### src/rtl/mole_spawner.sv
// Whack-a-mole spawner: raises one pseudo-randomly chosen mole at a time for a speed-dependent window.
// Optional MOLE_NO_REPEAT_EN: consecutive selections are forced to differ.
module mole_spawner #(
   parameter int unsigned TICKS_PER_STEP = 25_000_000
) (
   input  logic       clock,
   input  logic       reset,
   input  logic       game,
   input  logic [1:0] speed,
   input  logic [7:0] seed,
   input  logic       turnoff,
   output logic       mole1,
   output logic       mole2,
   output logic       mole3,
   output logic [7:0] hits,
   output logic [7:0] misses
);

   localparam logic [1:0] S_IDLE = 2'd0;
   localparam logic [1:0] S_GAP  = 2'd1;
   localparam logic [1:0] S_UP   = 2'd2;

   localparam int unsigned CW = $clog2(4 * TICKS_PER_STEP + 1);

   localparam logic [CW-1:0] GAP_LAST = CW'(TICKS_PER_STEP - 1);
   localparam logic [CW-1:0] UP_LAST0 = CW'(4 * TICKS_PER_STEP - 1);
   localparam logic [CW-1:0] UP_LAST1 = CW'(3 * TICKS_PER_STEP - 1);
   localparam logic [CW-1:0] UP_LAST2 = CW'(2 * TICKS_PER_STEP - 1);
   localparam logic [CW-1:0] UP_LAST3 = CW'(TICKS_PER_STEP - 1);

   logic [1:0]    state_q,   state_d;
   logic [CW-1:0] cnt_q,     cnt_d;
   logic [CW-1:0] up_last_q, up_last_d;
   logic [7:0]    lfsr_q,    lfsr_d;
   logic [2:0]    moles_q,   moles_d;
   logic [7:0]    hits_q,    hits_d;
   logic [7:0]    misses_q,  misses_d;

   logic [7:0]    lfsr_step;
   logic [1:0]    base_idx;
   logic [1:0]    pick_idx;
   logic          take;
   logic [CW-1:0] len_last;

   // Fibonacci LFSR, taps 8,6,5,4
   assign lfsr_step = {lfsr_q[6:0], lfsr_q[7] ^ lfsr_q[5] ^ lfsr_q[4] ^ lfsr_q[3]};

   assign base_idx = (lfsr_q[1:0] != 2'd3) ? lfsr_q[1:0] :
                     (lfsr_q[3:2] != 2'd3) ? lfsr_q[3:2] : 2'd0;

   assign take = game && (state_q == S_GAP) && (cnt_q == GAP_LAST);

`ifdef MOLE_NO_REPEAT_EN
   // 2'd3 encodes "no previous selection"
   logic [1:0] last_q, last_d;

   always_comb begin
      pick_idx = base_idx;
      if (base_idx == last_q) begin
         pick_idx = (base_idx == 2'd2) ? 2'd0 : base_idx + 2'd1;
      end
      last_d = last_q;
      if (take) begin
         last_d = pick_idx;
      end
   end

   always_ff @(posedge clock) begin
      if (reset) begin
         last_q <= 2'd3;
      end else begin
         last_q <= last_d;
      end
   end
`else
   assign pick_idx = base_idx;
`endif

   always_comb begin
      unique case (speed)
         2'd0:    len_last = UP_LAST0;
         2'd1:    len_last = UP_LAST1;
         2'd2:    len_last = UP_LAST2;
         default: len_last = UP_LAST3;
      endcase
   end

   always_comb begin
      state_d   = state_q;
      cnt_d     = cnt_q;
      up_last_d = up_last_q;
      lfsr_d    = lfsr_q;
      moles_d   = moles_q;
      hits_d    = hits_q;
      misses_d  = misses_q;

      if (state_q != S_IDLE) begin
         lfsr_d = lfsr_step;
      end

      if (!game) begin
         state_d = S_IDLE;
         cnt_d   = '0;
         moles_d = '0;
      end else begin
         case (state_q)
            S_IDLE: begin
               lfsr_d   = (seed == 8'h00) ? 8'hA5 : seed;
               hits_d   = '0;
               misses_d = '0;
               cnt_d    = '0;
               state_d  = S_GAP;
            end
            S_GAP: begin
               if (take) begin
                  state_d   = S_UP;
                  cnt_d     = '0;
                  up_last_d = len_last;
                  moles_d   = 3'b001 << pick_idx;
               end else begin
                  cnt_d = cnt_q + CW'(1);
               end
            end
            S_UP: begin
               // a hit on the final cycle wins over the timeout
               if (turnoff) begin
                  if (hits_q != 8'hFF) begin
                     hits_d = hits_q + 8'd1;
                  end
                  state_d = S_GAP;
                  cnt_d   = '0;
                  moles_d = '0;
               end else if (cnt_q == up_last_q) begin
                  if (misses_q != 8'hFF) begin
                     misses_d = misses_q + 8'd1;
                  end
                  state_d = S_GAP;
                  cnt_d   = '0;
                  moles_d = '0;
               end else begin
                  cnt_d = cnt_q + CW'(1);
               end
            end
            default: begin
               state_d = S_IDLE;
               cnt_d   = '0;
               moles_d = '0;
            end
         endcase
      end
   end

   always_ff @(posedge clock) begin
      if (reset) begin
         state_q   <= S_IDLE;
         cnt_q     <= '0;
         up_last_q <= '0;
         lfsr_q    <= 8'h01;
         moles_q   <= '0;
         hits_q    <= '0;
         misses_q  <= '0;
      end else begin
         state_q   <= state_d;
         cnt_q     <= cnt_d;
         up_last_q <= up_last_d;
         lfsr_q    <= lfsr_d;
         moles_q   <= moles_d;
         hits_q    <= hits_d;
         misses_q  <= misses_d;
      end
   end

   assign mole1  = moles_q[0];
   assign mole2  = moles_q[1];
   assign mole3  = moles_q[2];
   assign hits   = hits_q;
   assign misses = misses_q;

endmodule

### config.mk
export PLATFORM = sky130hd
export DESIGN_NAME = mole_spawner
export DESIGN_NICKNAME = d
export VERILOG_FILES = /design/src/rtl/mole_spawner.sv
export SDC_FILE = /design/constraint.sdc
export NUM_CORES = 1
export LEC_CHECK = 0
export CAP_MARGIN = 10
export CORE_MARGIN = 4
export CORE_UTILIZATION = 50
export DETAILED_ROUTE_END_ITERATION = 12
export PLACE_DENSITY = 0.71
export SYNTH_ARGS = -nofsm -noshare
export SYNTH_HDL_FRONTEND = slang
export SYNTH_SLANG_ARGS = --single-unit
### constraint.sdc
create_clock -name clock -period 3.9 [get_ports clock]
set_input_delay 0.78 -clock clock [delete_from_list [all_inputs] [get_ports clock]]
set_output_delay 0.78 -clock clock [all_outputs]
set_load 0.01 [all_outputs]
==> results.json, run 1 <==
{
  "cts_sinks": 64,
  "yosys_register_bits": 64,
  "cts_setup_buffers": 0,
  "end_kind": "flip-flop",
  "grt_pass1_wl_um": 11870,
  "fin_util_pct": 60.30,
  "synth_ff_type": "dfxtp_1",
  "rr_startpoint": "cnt_q[9]",
  "fill_cells": 573,
  "power_density_nw_per_um2": 343.1,
  "drv_slew": 0,
  "fin_tns_setup_ns": 0,
  "htree_levels": 3,
  "netlist.area_leader.share_pct": 39.28,
  "crit_path_max_fanout": 14,
  "ctsResizeCount": 0,
  "crit_end": "state_q[0]",
  "syn_area_per_cell_um2": 8.561,
  "drt-total-wl_um": 6846,
  "postRouteAntennaNets": 0,
  "finalSetupViolCount": 0,
  "drtPass1Iterations": 4,
  "synth.area.top_cells": "dfxtp_1 (39%), nor2_1 (7.6%), xor2_1 (5.4%)",
  "synth-async-reset-ratio_pct": 0,
  "overflow": 0,
  "r2r-end": "misses[7]",
  "hold_path_class": "flip-flop to flip-flop",
  "globalplace.congestion": 0.8399,
  "grt_pass1_vias": 2566,
  "drc": 0,
  "crit_path_start_kind": "primary input",
  "fin_worst_skew_ns": 0.007922,
  "worst_pin_slew_ns": 0.6231,
  "area_growth_syn_to_layout_pct": 17.38,
  "postSynthCellCount": 381,
  "drive_gt1_share_pct": 6.954,
  "num-nets-final": 440,
  "slew_headroom_pct": 58.37,
  "ir_drop_uv": 273.5,
  "synth_edf_count": 0,
  "rsz0062_at_grt": "no",
  "maxClockFrequency_mhz": 371.6,
  "vias": 2711,
  "synth_cell_types": 49,
  "antenna_found_initial": 0,
  "yosysSeqAreaShare_pct": 39.28,
  "hold_start": "moles_q[0]",
  "max-cap-violations": 0,
  "dieArea_um2": 7880,
  "status": "finished clean",
  "cts_buffer_depth": 2,
  "arrival_ns": 2.96,
  "core-area_um2": 6350,
  "synth_commonest_cells": "nor2_1 (66), dfxtp_1 (64), nand2_1 (27), nand3_1 (27), xor2_1 (20)",
  "drt_iter0_drc": 65,
  "tritoncts": "built",
  "rows": 29,
  "final_area_um2": 3829,
  "leakagePower_nw": 1.375,
  "dpl_cell_area_um2": 3642,
  "cp-startpoint": "game",
  "grt_max_degree": 29,
  "grtUsageTotal_pct": 19.33,
  "rr_worst_depth": 6,
  "antenna_cells": 0,
  "r2r_slack_ns": 1.58,
  "synth_fp_nets": 408,
  "clkLatencyLatePin_ns": 0.34,
  "finalHoldViolCount": 0,
  "clkTransAtPathRegs_ns": 0.07,
  "die-width_um": 88.77,
  "crit_type": "primary input to flip-flop",
  "start_util_pct": 51.37,
  "viasPerCell": 5.488,
  "cts-hold-fix-buffers": 0,
  "synth_top_area_cell": "dfxtp_1",
  "die_y_um": 88.77,
  "io_pins": 33,
  "min_period_ns": 2.691,
  "place_hpwl_um": 4946,
  "yosysMostFrequentCell": "nor2_1",
  "cp.required_ns": 4.17,
  "numPortBuffers": 32,
  "syn-cell-area_um2": 3262,
  "cts-root-buf": "clkbuf_8",
  "numCtsBuffers": 9,
  "finalCritPeriodShare_pct": 69.00,
  "yosysWarnings": 0,
  "post_drt_wl_per_cell_um": 13.86
}
sequential cells by signal, summed over array words and instances, names as in the netlist:
register,cells
misses,8
up_last_q,8
moles_q,3
state_q,2
hits,8
lfsr_q,8
cnt_q,27
logic make-up after synthesis:
kind of cell / share of synthesized area [%]
AO/OA/AOI/OAI: 10.55
XOR/XNOR: 9.935
adder cells (fa/ha/maj): 4.987
buffers and inverters: 3.299
flip-flops: 39.28
multiplexers: 3.721
AND/OR/NAND/NOR: 28.23
layout make-up:
type                    count  area [µm²]  share of cell area (%)
repair buffers             36       350.3                   9.150
multi-input cells         291        1873                   48.92
inverters                  11       41.29                   1.078
well taps                  77       96.34                   2.516
clock buffers              11       141.4                   3.693
flip-flops and latches     64        1281                   33.46
clock inverters             4       45.04                   1.176
through the flow:
step | std cells | power [mW] | setup WS, ns | hold slack (ns)
global route | 494 | 1.370 | 1.069 | 0.4879
floorplan | 381 | 0.7497 | 1.684 | 0.4371
detailed placement | 479 | 0.7806 | 0.8568 | 0.4656
finish | 494 | 1.314 | 1.209 | 0.4669
global placement | 479 | 0.7784 | 0.9837 | 0.4542
CTS | 494 | 1.329 | 1.221 | 0.4750
power by group:
group	leakage [nW]	switching [mW]	internal [mW]	total [mW]
clock network	0.0989	0.241	0.306	0.547
logic	0.759	0.0492	0.0434	0.0926
registers	0.517	0.0107	0.663	0.674
total	1.38	0.301	1.01	1.31
layer usage:
| layer | routed length, µm | track usage (%) | share of wire (%) |
|---|---|---|---|
| met1 | 3243 | 24.64 | 47 |
| met2 | 3145 | 30.03 | 46 |
| met3 | 280 | 4.655 | 4.1 |
| met4 | 176 | 10.58 | 2.6 |
| met5 | 0 | 0 | 0 |
cells in the final DEF (no fill, tap or decap), types with 7 or more instances in the layout:
cell	count
a211oi_1	7
nand2b_1	7
nand3_1	27
nand2_1	27
a21oi_1	10
inv_1	11
clkbuf_8	10
xor2_1	20
clkdlybuf4s50_1	32
dfxtp_1	64
or3_1	7
ha_1	13
xnor2_1	17
nand4_1	10
mux2i_1	11
nor2_1	66
critical path: stages:
cell and delay [ns]:
clkdlybuf4s50_1 0.46, buf_4 0.22, nor3b_1 0.25, nand4_1 0.18, nor4_4 0.26, nor2b_1 0.14
or4_1 0.51, a21boi_1 0.15
how the worst min path moves through the flow:
| stage | cells after the start | to |
|---|---|---|
| global route | 2 | moles_q[1] |
| floorplan | 1 | cnt_q[0] |
| finish | 2 | moles_q[0] |
| detailed placement | 2 | moles_q[0] |
| CTS | 2 | moles_q[0] |
| global placement | 1 | cnt_q[0] |
No activity file was read; power rests on OpenSTA's default activity.
==> run 2: changes to the inputs <==
--- a/config.mk
+++ b/config.mk
@@ -9,7 +9,7 @@
 export CORE_MARGIN = 4
 export CORE_UTILIZATION = 50
 export DETAILED_ROUTE_END_ITERATION = 12
-export PLACE_DENSITY = 0.71
+export PLACE_DENSITY = 0.74
 export SYNTH_ARGS = -nofsm -noshare
 export SYNTH_HDL_FRONTEND = slang
 export SYNTH_SLANG_ARGS = --single-unit
==> constraint.sdc (replaced) <==
create_clock -name clock -period 2.2 [get_ports clock]
set_input_delay 0.44 -clock clock [delete_from_list [all_inputs] [get_ports clock]]
set_output_delay 0.44 -clock clock [all_outputs]
set_load 0.01 [all_outputs]
==> results.json, run 2 (same netlist as run 1, synthesis figures left out) <==
{
  "finalCritPeriodShare_pct": 95.86,
  "drt-total-wl_um": 6968,
  "antenna_cells": 0,
  "crit_path_start_kind": "flip-flop",
  "final_common_cell": "nor2_1",
  "clkTransAtPathRegs_ns": 0.07,
  "cp-startpoint": "cnt_q[12]",
  "post_drt_wl_per_cell_um": 13.48,
  "power_density_nw_per_um2": 590.5,
  "numPortBuffers": 32,
  "final_cell_mix": "nor2_1 (66), dfxtp_1 (59), clkdlybuf4s50_1 (32), nand2_1 (27)",
  "place_hpwl_um": 5063,
  "fill_cells": 541,
  "status": "finished clean",
  "finalPower_mw": 2.395,
  "num-nets-final": 462,
  "drc": 0,
  "area_growth_syn_to_layout_pct": 24.32,
  "crit_type": "flip-flop to flip-flop",
  "top_register": "cnt_q",
  "cp.required_ns": 2.47,
  "multiInputGateArea_um2": 1916,
  "postRouteAntennaNets": 0,
  "max-cap-violations": 0,
  "die-width_um": 88.77,
  "rr_startpoint": "cnt_q[12]",
  "grtUsageTotal_pct": 19.59,
  "rsz0062_at_grt": "no",
  "crit_end": "state_q[0]",
  "io_pins": 33,
  "core-area_um2": 6350,
  "largest_reg_flops": 27,
  "tritoncts": "built",
  "leakagePower_nw": 1.495,
  "worst_pin_slew_ns": 0.3582,
  "crit_path_max_fanout": 6,
  "slew_headroom_pct": 76.03,
  "cts-root-buf": "clkbuf_8",
  "overflow": 0,
  "rr_worst_depth": 7,
  "cts_buffer_depth": 2,
  "finalHoldViolCount": 0,
  "end_kind": "flip-flop",
  "die_y_um": 88.77,
  "r2r-end": "state_q[0]",
  "r2r_slack_ns": 0.09,
  "arrival_ns": 2.38,
  "finalSetupViolCount": 0,
  "fin_worst_skew_ns": 0.007891,
  "maxClockFrequency_mhz": 474.2,
  "rows": 29,
  "drt_iter0_drc": 102,
  "htree_levels": 3,
  "drive_gt1_share_pct": 14.55,
  "ir_drop_uv": 538.3,
  "drtPass1Iterations": 4,
  "globalplace.congestion": 0.8246,
  "start_util_pct": 51.37,
  "viasPerCell": 5.464,
  "hold_path_class": "flip-flop to flip-flop",
  "dieArea_um2": 7880,
  "clkLatencyLatePin_ns": 0.35,
  "grt_pass1_vias": 2716,
  "grt_pass1_wl_um": 12060,
  "min_period_ns": 2.109,
  "grt_max_degree": 28,
  "cts-hold-fix-buffers": 0,
  "numCtsBuffers": 9,
  "holdWs_ns": 0.4609,
  "ff_latch_area_um2": 1287,
  "cts_sinks": 64,
  "vias": 2825,
  "antenna_found_initial": 0,
  "drv_slew": 0
}
## run 2: cell types whose count changed in the layout (fill, tap and decap cells not counted), sizes merged
cell,before,now
clkbuf,11,13
clkinv,3,2
buf,4,26
## run 2: metal layers
layer | routed length [µm] | track usage [%] | part of all wire [%]
met1 | 3147 | 23.55 | 45
met2 | 3369 | 32.79 | 48
met3 | 314 | 5.587 | 4.5
met4 | 136 | 7.967 | 2.0
met5 | 0 | 0 | 0
## run 2: worst min-delay path by stage
stage / endpoint / depth (start not counted) / slack, ns / start
after CTS: lfsr_q[7] / 2 / 0.48 / lfsr_q[6]
after floorplan: cnt_q[0] / 1 / 0.44 / cnt_q[0]
after global placement: moles_q[0] / 2 / 0.46 / moles_q[0]
after detailed placement: lfsr_q[7] / 2 / 0.47 / lfsr_q[6]
after global routing: cnt_q[0] / 1 / 0.48 / cnt_q[0]
final: cnt_q[0] / 1 / 0.46 / cnt_q[0]
## run 2: area by class of cell
class	instances	area share, %
multi-input combinational	291	47.24
timing repair buffer	58	12.71
inverter	11	1.018
clock inverter	3	0.9873
tap	77	2.376
sequential	64	31.75
clock buffer	13	3.919
## run 2: power breakdown
part / leakage [nW] / switching [mW] / internal, mW / total, mW
clock: 0.103 / 0.439 / 0.582 / 1.02
combinational: 0.871 / 0.0913 / 0.0894 / 0.181
sequential: 0.520 / 0.0173 / 1.18 / 1.19
total: 1.49 / 0.547 / 1.85 / 2.39
## run 2: worst max-delay path: stages (launching register included)
cell,delay [ns]
dfxtp_1,0.44
xor2_1,0.10
a211o_1,0.25
nor4_2,0.33
buf_4,0.19
a21oi_2,0.09
or4_1,0.47
a21boi_1,0.16
## run 2: what timing repair did
| item | in CTS | in global routing |
|---|---|---|
| endpoints found under the setup margin | 3 | 25 |
| pin swaps | 1 | 6 |
| resized for setup | 1 | 13 |
| setup buffers | 0 | 2 |
## run 2: stage by stage
stage	cells	TNS (ns)	setup slack (ns)	cell area [µm²]	util [%]
after global placement	499	-2.914	-0.1898	3792	59.72
after global routing	517	0	0.004980	4055	63.86
after detailed placement	499	-4.497	-0.2570	3792	59.72
final	517	0	0.09103	4055	63.86
after CTS	515	0	0.001548	3998	62.96
after floorplan	381	0	0.08390	3262	-
